File: src/rtl/lcd_freq_ctrl.sv
// lcd_freq_ctrl
//   Drives an HD44780-compatible character LCD in 8-bit write-only mode.
//   After reset it waits out the LCD power-up time and issues the init
//   commands. Each new frequency word is then converted to decimal and
//   line 1 is rewritten as a right-aligned 5-digit field plus " Hz".
//
// Ports
//   clk        system clock, all logic on posedge
//   reset      asynchronous, active-high reset
//   frequency  unsigned frequency in Hz, valid with new_freq
//   new_freq   single-cycle update pulse
//   lcd_rs     0 = command, 1 = data
//   lcd_rw     tied low (write-only)
//   lcd_e      LCD enable strobe
//   lcd_data   LCD data bus
//   busy       high in every state except IDLE
//
// state   | meaning
// --------+----------------------------------------------------------
// PWRUP   | post-reset wait before the first LCD command
// INIT    | four init commands: 0x38, 0x0C, 0x06, 0x01
// IDLE    | waiting for a pending update
// CONVERT | 16-cycle double-dabble of the captured frequency
// WRITE   | cursor home (0x80), five digit chars, " Hz"
//
// Every write runs SETUP (1 cycle) -> STROBE (EN_CYCLES) -> WAIT.
// rs/data are registered on the edge that enters SETUP and held until
// the next SETUP.
module lcd_freq_ctrl #(
   parameter int POWERUP_CYCLES = 720000,
   parameter int EN_CYCLES      = 24,
   parameter int SETTLE_CYCLES  = 2400,
   parameter int CLEAR_CYCLES   = 96000
) (
   input  logic        clk,
   input  logic        reset,
   input  logic [15:0] frequency,
   input  logic        new_freq,
   output logic        lcd_rs,
   output logic        lcd_rw,
   output logic        lcd_e,
   output logic [7:0]  lcd_data,
   output logic        busy
);

   typedef enum logic [2:0] {PWRUP, INIT, IDLE, CONVERT, WRITE} state_t;
   typedef enum logic [1:0] {PH_SETUP, PH_STROBE, PH_WAIT} phase_t;

   state_t          state;
   phase_t          phase;
   logic [31:0]     timer;
   logic [3:0]      idx;
   logic [15:0]     shadow;
   logic            pending;
   logic [15:0]     bin;
   logic [19:0]     bcd;
   logic [15:0]     bcd_adj;
   logic [4:0][7:0] digit_char;
   logic            lead_zero;
   logic            is_clear;
   logic            last_write;

   assign lcd_rw     = 1'b0;
   assign is_clear   = (state == INIT) && (idx == 4'd3);
   assign last_write = (state == INIT) ? (idx == 4'd3) : (idx == 4'd8);

   // The ten-thousands nibble never reaches 5 before the final shift
   // (input <= 65535), so only the lower four nibbles need the +3 step.
   always_comb begin
      bcd_adj = bcd[15:0];
      for (int i = 0; i < 4; i++) begin
         if (bcd[4*i +: 4] > 4'd4) bcd_adj[4*i +: 4] = bcd[4*i +: 4] + 4'd3;
      end
   end

   // digit_char[4] is ten-thousands; leading zeros blank, units never do
   always_comb begin
      lead_zero  = 1'b1;
      digit_char = '0;
      for (int i = 4; i >= 0; i--) begin
         if (lead_zero && (i != 0) && (bcd[4*i +: 4] == 4'd0)) begin
            digit_char[i] = 8'h20;
         end else begin
            digit_char[i] = {4'h3, bcd[4*i +: 4]};
            lead_zero     = 1'b0;
         end
      end
   end

   // {rs, data} for write number n of the init or update sequence
   function automatic logic [8:0] write_word(input logic            init_seq,
                                             input logic [3:0]      n,
                                             input logic [4:0][7:0] dig);
      if (init_seq) begin
         case (n)
            4'd0:    write_word = 9'h038;
            4'd1:    write_word = 9'h00C;
            4'd2:    write_word = 9'h006;
            default: write_word = 9'h001;
         endcase
      end else begin
         case (n)
            4'd0:    write_word = 9'h080;
            4'd1:    write_word = {1'b1, dig[4]};
            4'd2:    write_word = {1'b1, dig[3]};
            4'd3:    write_word = {1'b1, dig[2]};
            4'd4:    write_word = {1'b1, dig[1]};
            4'd5:    write_word = {1'b1, dig[0]};
            4'd6:    write_word = 9'h120;
            4'd7:    write_word = 9'h148;
            default: write_word = 9'h17A;
         endcase
      end
   endfunction

   always_ff @(posedge clk or posedge reset) begin
      if (reset) begin
         state    <= PWRUP;
         phase    <= PH_SETUP;
         timer    <= 32'(POWERUP_CYCLES - 1);
         idx      <= '0;
         shadow   <= '0;
         pending  <= 1'b0;
         bin      <= '0;
         bcd      <= '0;
         lcd_e    <= 1'b0;
         lcd_rs   <= 1'b0;
         lcd_data <= '0;
         busy     <= 1'b1;
      end else begin
         case (state)
            PWRUP: begin
               if (timer == '0) begin
                  state              <= INIT;
                  phase              <= PH_SETUP;
                  idx                <= '0;
                  {lcd_rs, lcd_data} <= write_word(1'b1, 4'd0, digit_char);
               end else begin
                  timer <= timer - 32'd1;
               end
            end
            IDLE: begin
               if (pending) begin
                  pending <= 1'b0;
                  bin     <= shadow;
                  bcd     <= '0;
                  timer   <= 32'd15;
                  state   <= CONVERT;
                  busy    <= 1'b1;
               end
            end
            CONVERT: begin
               bcd <= {bcd[18:16], bcd_adj, bin[15]};
               bin <= {bin[14:0], 1'b0};
               // the cursor-home command is constant, so its SETUP can
               // start on the same edge as the final shift
               if (timer == '0) begin
                  state              <= WRITE;
                  phase              <= PH_SETUP;
                  idx                <= '0;
                  {lcd_rs, lcd_data} <= write_word(1'b0, 4'd0, digit_char);
               end else begin
                  timer <= timer - 32'd1;
               end
            end
            INIT, WRITE: begin
               case (phase)
                  PH_SETUP: begin
                     lcd_e <= 1'b1;
                     timer <= 32'(EN_CYCLES - 1);
                     phase <= PH_STROBE;
                  end
                  PH_STROBE: begin
                     if (timer == '0) begin
                        lcd_e <= 1'b0;
                        timer <= is_clear ? 32'(CLEAR_CYCLES - 1) : 32'(SETTLE_CYCLES - 1);
                        phase <= PH_WAIT;
                     end else begin
                        timer <= timer - 32'd1;
                     end
                  end
                  PH_WAIT: begin
                     if (timer != '0) begin
                        timer <= timer - 32'd1;
                     end else if (last_write) begin
                        state <= IDLE;
                        busy  <= 1'b0;
                     end else begin
                        idx                <= idx + 4'd1;
                        phase              <= PH_SETUP;
                        {lcd_rs, lcd_data} <= write_word(state == INIT, idx + 4'd1, digit_char);
                     end
                  end
                  default: phase <= PH_SETUP;
               endcase
            end
            default: state <= PWRUP;
         endcase

         // capture after the FSM so a same-cycle set beats IDLE's clear
         if (new_freq) begin
            shadow  <= frequency;
            pending <= 1'b1;
         end
      end
   end

endmodule

File: config.mk
export PLATFORM = sky130hd
export DESIGN_NAME = lcd_freq_ctrl
export DESIGN_NICKNAME = d
export VERILOG_FILES = /design/src/rtl/lcd_freq_ctrl.sv
export SDC_FILE = /design/constraint.sdc
export NUM_CORES = 1
export LEC_CHECK = 0
export CORE_MARGIN = 1.5
export CORE_UTILIZATION = 59
export CTS_BUF_LIST = sky130_fd_sc_hd__clkbuf_2
export DETAILED_ROUTE_END_ITERATION = 10
export GPL_TIMING_DRIVEN = 0
export PLACE_DENSITY = 0.79
export SLEW_MARGIN = 20
export SYNTH_ARGS = -nofsm -noshare
export SYNTH_HDL_FRONTEND = slang
export SYNTH_SLANG_ARGS = --single-unit
File: constraint.sdc
create_clock -name clk -period 4.15 [get_ports clk]
set_input_delay 0.6225 -clock clk [delete_from_list [all_inputs] [get_ports clk]]
set_output_delay 0.6225 -clock clk [all_outputs]
set_load 0.05 [all_outputs]
# Word level (Yosys, flattened, before mapping)
# Index checks and enable logic that the tools add are counted.
op_classes:
  add_sub_neg: 6
  n_lt_le_gt_ge: 4
  eq_ne: 30
  n_mux: 63
  n_reduce_logical: 30
ops:
  columns: ["operator", "count"]
  rows:
  - ["one-hot mux 32 bit (3 select lines)", 2]
  - ["two-way mux 32 bit", 4]
  - ["one-hot mux 9 bit (8 select lines)", 1]
  - ["two-way mux 8 bit", 5]
  - ["one-hot mux 20 bit (2 select lines)", 1]
  - ["logical NOT 32 bit", 1]
  - ["two-way mux 4 bit", 8]
  - ["one-hot mux 16 bit (2 select lines)", 1]
  - ["nonzero test 32 bit", 1]
  - ["subtractor 32 x 1 -> 32 bit, second input constant", 1]
  - ["one-hot mux 8 bit (3 select lines)", 1]
  - ["logical NOT 4 bit", 5]
  - ["two-way mux 20 bit", 1]
  - ["two-way mux 5 bit", 4]
  - ["AND reduction 5 bit", 4]
  - ["two-way mux 3 bit", 6]
  - ["inequality test 2 bit, second input constant", 9]
  - ["one-hot mux 6 bit (3 select lines)", 1]
  - ["two-way mux 17 bit", 1]
  - ["adder 4 x 2 -> 4 bit, second input constant", 4]
  - ["equality test 4 x 3 -> 1 bit, second input constant", 4]
  - ["> comparator 4 x 3 -> 1 bit, second input constant", 4]
  - ["two-way mux 16 bit", 1]
  - ["two-way mux 1 bit", 14]
  - ["28 further kinds", 49]
word_totals:
  regBits: 105
  inputBits: 19
  output_inout_bits: 12
  wordCells: 145

# Depth between registers and ports, before layout
logic_depth:
  ltp_word: 14
  mapped_depth: 11
  mapped_depth_nobuf: 8

# Worst setup path after synthesis
# Ideal clock, no wire load.
synth_path:
  path_kind: "register to register"
  from: "reg bcd[8]"
  to: "reg lcd_data[4]"
  setup_time_ns: 0.126
  t_arrival_ns: 2.528
  required_ns: 4.024
  setup_slack_ns: 1.496
  path_stages_with_launch: 9
  cell_sequence: "dfrtp_1 -> inv_1 -> ha_1 -> or3b_2 -> or4_4 -> o311a_1 -> or4_1 -> o21ai_1 -> a21oi_1"
synth_between:
  elab_chain_len: 11
synth_rtl:
  columns: ["item", "line_no", "source"]
  rows:
  - ["start: declaration", "56", "logic [19:0] bcd;"]
  - ["start signal: assignment", "153", "bcd <= {bcd[18:16], bcd_adj, bin[15]};"]
  - ["logical NOT 4 bit *", "81", "if (lead_zero && (i != 0) && (bcd[4*i +: 4] == 4'd0)) begin"]
  - ["logical AND 1 bit *", "81", null]
  - ["two-way mux 1 bit", "81", null]
  - ["logical AND 1 bit", "81", null]
  - ["two-way mux 5 bit", "81", null]
  - ["one-hot mux 9 bit (8 select lines) *", "102", "case (n)"]
  - ["two-way mux 9 bit *", "94", "if (init_seq) begin"]
  - ["two-way mux 8 bit *", "185", "end else if (last_write) begin"]
  - ["two-way mux 8 bit *", "183", "if (timer != '0) begin"]
  - ["two-way mux 8 bit *", "167", "case (phase)"]
  - ["one-hot mux 8 bit (3 select lines) *", "131", "case (state)"]
  - ["end signal: assignment", "137", "{lcd_rs, lcd_data} <= write_word(1'b1, 4'd0, digit_char);"]
  - ["end signal: assignment", "161", "{lcd_rs, lcd_data} <= write_word(1'b0, 4'd0, digit_char);"]
  - ["end signal: assignment", "191", "{lcd_rs, lcd_data} <= write_word(state == INIT, idx + 4'd1, digit_char);"]
  - ["end: declaration", "42", "output logic [7:0] lcd_data,"]
# Mark *: on every way between the ends. The rest lies on a longest branch, timed or not. The select of a mux whose other input is x is not followed.
# A chain may end at the register's enable or synchronous reset.

# Worst setup path after layout
layout_path:
  from: "reg phase[0]"
  to: "reg timer[12]"
layout_between:
  elab_chain_len: 3
layout_rtl:
  columns: ["item", "line_no", "source"]
  rows:
  - ["start: declaration", "50", "phase_t phase;"]
  - ["start signal: assignment", "119", "phase <= PH_SETUP;"]
  - ["start signal: assignment", "135", "phase <= PH_SETUP;"]
  - ["start signal: assignment", "159", "phase <= PH_SETUP;"]
  - ["equality test 2 bit (tied with other cells)", "167", null]
  - ["one-hot mux 32 bit (3 select lines) (tied with other cells)", "167", null]
  - ["one-hot mux 32 bit (3 select lines) / AND reduction 5 bit (equally long branches)", null, null]
  - ["end signal: assignment", "139", "timer <= timer - 32'd1;"]
  - ["end signal: assignment", "170", "timer <= 32'(EN_CYCLES - 1);"]
  - ["end signal: assignment", "176", "timer <= is_clear ? 32'(CLEAR_CYCLES - 1) : 32'(SETTLE_CYCLES - 1);"]
  - ["end: declaration", "51", "logic [31:0] timer;"]
# Parallel ways exist; a longest one is shown, timed or not.

==> flow_summary_export.csv <==
group,metric,value,unit
final_layout,nNetsFinal,753,
worst_setup_path,cp-start-kind,"register",
sta,rsz0062_at_grt,"false",
global_routing,grt_max_degree,73,
synthesis,synth_area,6031,um^2
sta,layout_min_cycle_time,3.139,ns
floorplan,die_h,104.1,um
final_layout,diodes,0,
global_routing,grtUsageTotal,29.58,%
sta,tightest_slew,0.8243,ns
floorplan,rows,36,
clock_tree,cts_resized,0,
sta,fin_crit_sh,75.64,%
synthesis,ys_async_sr_fraction,100.0,%
run_status,status,"complete, no violations",
routing,vias,5537,
global_routing,grt_first_pass_wirelength,26.06,mm
final_layout,stdcell_count,855,
floorplan,core-area,9864,um^2
floorplan,fp.dieW,104.1,um
global_routing,grt.overflow.total,0,
sta,slew_violations,0,
worst_setup_path,required,4.70,ns
sta,fmax,318.6,MHz
worst_setup_path,crit_buf_inv,4,
clock_tree,htreeDepth,3,
clock_tree,clock_latency,0.66,ns
floorplan,initial_core_util,61.14,%
synthesis,ys_seq_area_share,43.90,%
placed_design,numPortBuffers,28,
worst_setup_path,cp_cell_sequence,"inv_1 -> ha_1 -> clkbuf_1 -> inv_1 -> nand2_1 -> a31oi_1 -> clkbuf_1 -> a21oi_1 -> nand2_1 -> o311ai_0",
synthesis,synth_top_flop_cell,"dfrtp_1",
routing,drt-vias-per-instance,6.476,
sta,slew_headroom,44.54,%
worst_setup_path,slowest_delay,0.54,ns
routing,first_iter_violations,381,
synthesis,synthCells,677,
min_path,hold_path.class,"in2async",
clock_tree,clockBufferDepth,2,
synthesis,synth_edf_count,0,
synthesis,synth_cell_types,69,
synthesis,synth_nets,713,
worst_setup_path,critical_path_class,"reg2reg",
worst_setup_path,path_delay_family,"compound AO/OA/AOI/OAI gates",
routing,first_pass_iters,6,
floorplan,die-area,10840,um^2
routing,drt-wirelength-per-cell,17.78,um
synthesis,yosysWarnings,0,
sta,setup_violations,0,
pwr,p_leak,2.802,nW
clock_tree,post-cts-setup-buffers,0,
clock_tree,cts-root-buf,"clkbuf_2",
routing,drc,0,
synthesis,synth_top_area_cell,"dfrtp_1",
clock_tree,numCtsBuffers,9,
pwr,p_per_area,247.7,nW/um^2
worst_setup_path,cp.arrival,3.69,ns
final_layout,drive_gt1_share,11.08,%
final_layout,post-route-util,67.34,%
floorplan,ioPinCount,31,
synthesis,synth-seq-cells,105,
pwr,peakVddDrop,277.5,uV
clock_tree,cts_sinks,105,
global_routing,antenna_found_initial,0,
final_layout,areaGrowthSynthToFinish,10.15,%
clock_tree,hold_buffers,0,
sta,skew,0.04542,ns
placed_design,hpwl,10.92,mm
sta,hold_violations,0,
synthesis,yosysTopAreaCellShare,36.93,%
worst_setup_path,cpMaxStageDelayCell,"a21oi_1",
placed_design,dp.cells,839,
job,maxCapViolCount,0,
synthesis,yosys-top-cells-area,"dfrtp_1, dfstp_2, o21ai_0",
placed_design,gp_congestion,0.9136,
clock_tree,cts_tree,"yes",
routing,wl,15.21,mm
routing,antenna_left,0,
clock_tree,clk_pin_slew_worst_paths,0.33,ns
worst_setup_path,critPathMaxFanout,10,
worst_setup_path,end_kind,"register",
global_routing,grt_pass1_vias,5346,
synthesis,syn_avg_cell_area,8.908,um^2
layout make-up:
| class | instances | area, um^2 |
|---|---|---|
| Fill cell | 822 | 3222 |
| Multi-Input combinational cell | 493 | 3079 |
| Sequential cell | 105 | 2648 |
| Timing Repair Buffer | 29 | 307.8 |
| Tap cell | 133 | 166.4 |
| Inverter | 42 | 162.7 |
| Buffer | 37 | 151.4 |
| Clock inverter | 7 | 82.58 |
| Clock buffer | 9 | 45.04 |
worst register-to-register path: stages, from the launching register on:
cell      delay [ns]
dfrtp_1         0.47
inv_1           0.12
ha_1            0.16
clkbuf_1        0.42
inv_1           0.13
nand2_1         0.14
a31oi_1         0.13
clkbuf_1        0.29
a21oi_1         0.54
nand2_1         0.30
o311ai_0        0.38
routing by layer:
layer | up-vias | part of all wire, % | global-route usage (%)
met4 | 0 | 1.6 | 9.226
li1 | 2578 | - | -
met2 | 254 | 47 | 45.84
met3 | 31 | 7.4 | 7.456
met1 | 2674 | 44 | 40.94
met5 | - | 0 | 0
power breakdown:
group	internal, W	switching [W]
sequential	0.00104	0.00000893
clock	0.000152	0.000378
combinational	0.0000326	0.0000314
total	0.00123	0.000418
through the flow:
| step | cell area [um^2] | setup slack (ns) | total power (W) | hold slack, ns | setup TNS (ns) |
|---|---|---|---|---|---|
| after floorplan | 6031 | 0.7934 | 0.001101 | 0.4348 | 0 |
| after global placement | 6477 | -0.6925 | 0.001126 | 0.4498 | -61.19 |
| after detailed placement | 6515 | 1.038 | 0.001133 | 0.4673 | 0 |
| after CTS | 6643 | 1.005 | 0.001662 | 0.2162 | 0 |
| after global routing | 6643 | 0.6093 | 0.001706 | 0.2115 | 0 |
| final | 6643 | 1.011 | 0.001646 | 0.2476 | 0 |
layout by cell type, fill, tap and decap left out, drive strengths merged, types with 6 or more instances in the layout:
master,instances
dfrtp,89
nor2,64
o21ai,60
nand2,47
inv,46
a21oi,44
clkbuf,38
nand3,32
clkdlybuf4s50,28
o22ai,24
nor3,23
mux2,18
ha,17
dfstp,16
or4,10
nor4,9
buf,9
nand4,8
or2,8
a22o,8
o31ai,8
o221ai,7
a31oi,6
a211oi,6
nand2b,6
o211ai,6
path summary, 6_finish.rpt:
| kind | startpoint | endpoint | slack, ns | cells after the start |
|---|---|---|---|---|
| setup / recovery | phase[0]$_DFFE_PP0P_ | timer[12]$_DFFE_PP1P_ | 1.01 | 10 |
| hold / removal | reset | timer[22]$_DFFE_PP0P_ | 0.25 | 2 |
| setup reg to reg | phase[0]$_DFFE_PP0P_ | timer[12]$_DFFE_PP1P_ | 1.01 | 10 |
| hold reg to reg | lcd_data[7]$_DFFE_PP0P_ | lcd_data[7]$_DFFE_PP0P_ | 0.52 | 2 |
| max in group asynchronous | reset | busy$_DFFE_PP1P_ | 3.19 | 3 |
| min in group clk | new_freq | shadow[12]$_DFFE_PP0P_ | 0.48 | 2 |
cells in the mapped netlist (all sizes together) (2+ instances only):
cell	instances
and3	5
mux2	18
nand3b	2
a222oi	2
a32oi	4
a22o	8
a21oi	44
nor2b	4
o311a	3
dfstp	16
or2	8
nor3	23
nand2	47
o2bb2ai	2
o22ai	24
nand4	8
nor3b	3
o311ai	5
nor4	9
or4	10
inv	42
o41ai	3
a31oi	6
clkbuf	29
a21o	5
dfrtp	89
o31ai	8
a22oi	3
a41oi	2
o21ai	60
nor2	64
ha	17
a21boi	3
o22a	3
o221ai	7
a211oi	6
buf	8
or3	5
a221oi	2
nand3	32
nand2b	6
o211ai	6
a32o	5
xnor2	5
flip-flops by register name (all words and copies together), names as in the netlist:
| register | flops |
|---|---|
| bcd | 20 |
| bin | 16 |
| busy | 1 |
| idx | 4 |
| lcd_data | 8 |
| lcd_e | 1 |
| lcd_rs | 1 |
| pending | 1 |
| phase | 2 |
| shadow | 16 |
| state | 3 |
| timer | 32 |
cell families after synthesis:
kind of cell               Yosys count  share of synthesized area [%]
muxes                               19                          3.527
and+or+nand+nor                    230                          18.92
AOI/OAI and AO/OA                  220                          24.07
buffers and inverters               79                          5.124
xor gates and xnor gates             6                         0.8714
other                                1                        0.06218
DFF                                105                          43.90
adders and majority gates           17                          3.527
(Power assumes the default switching activity.)
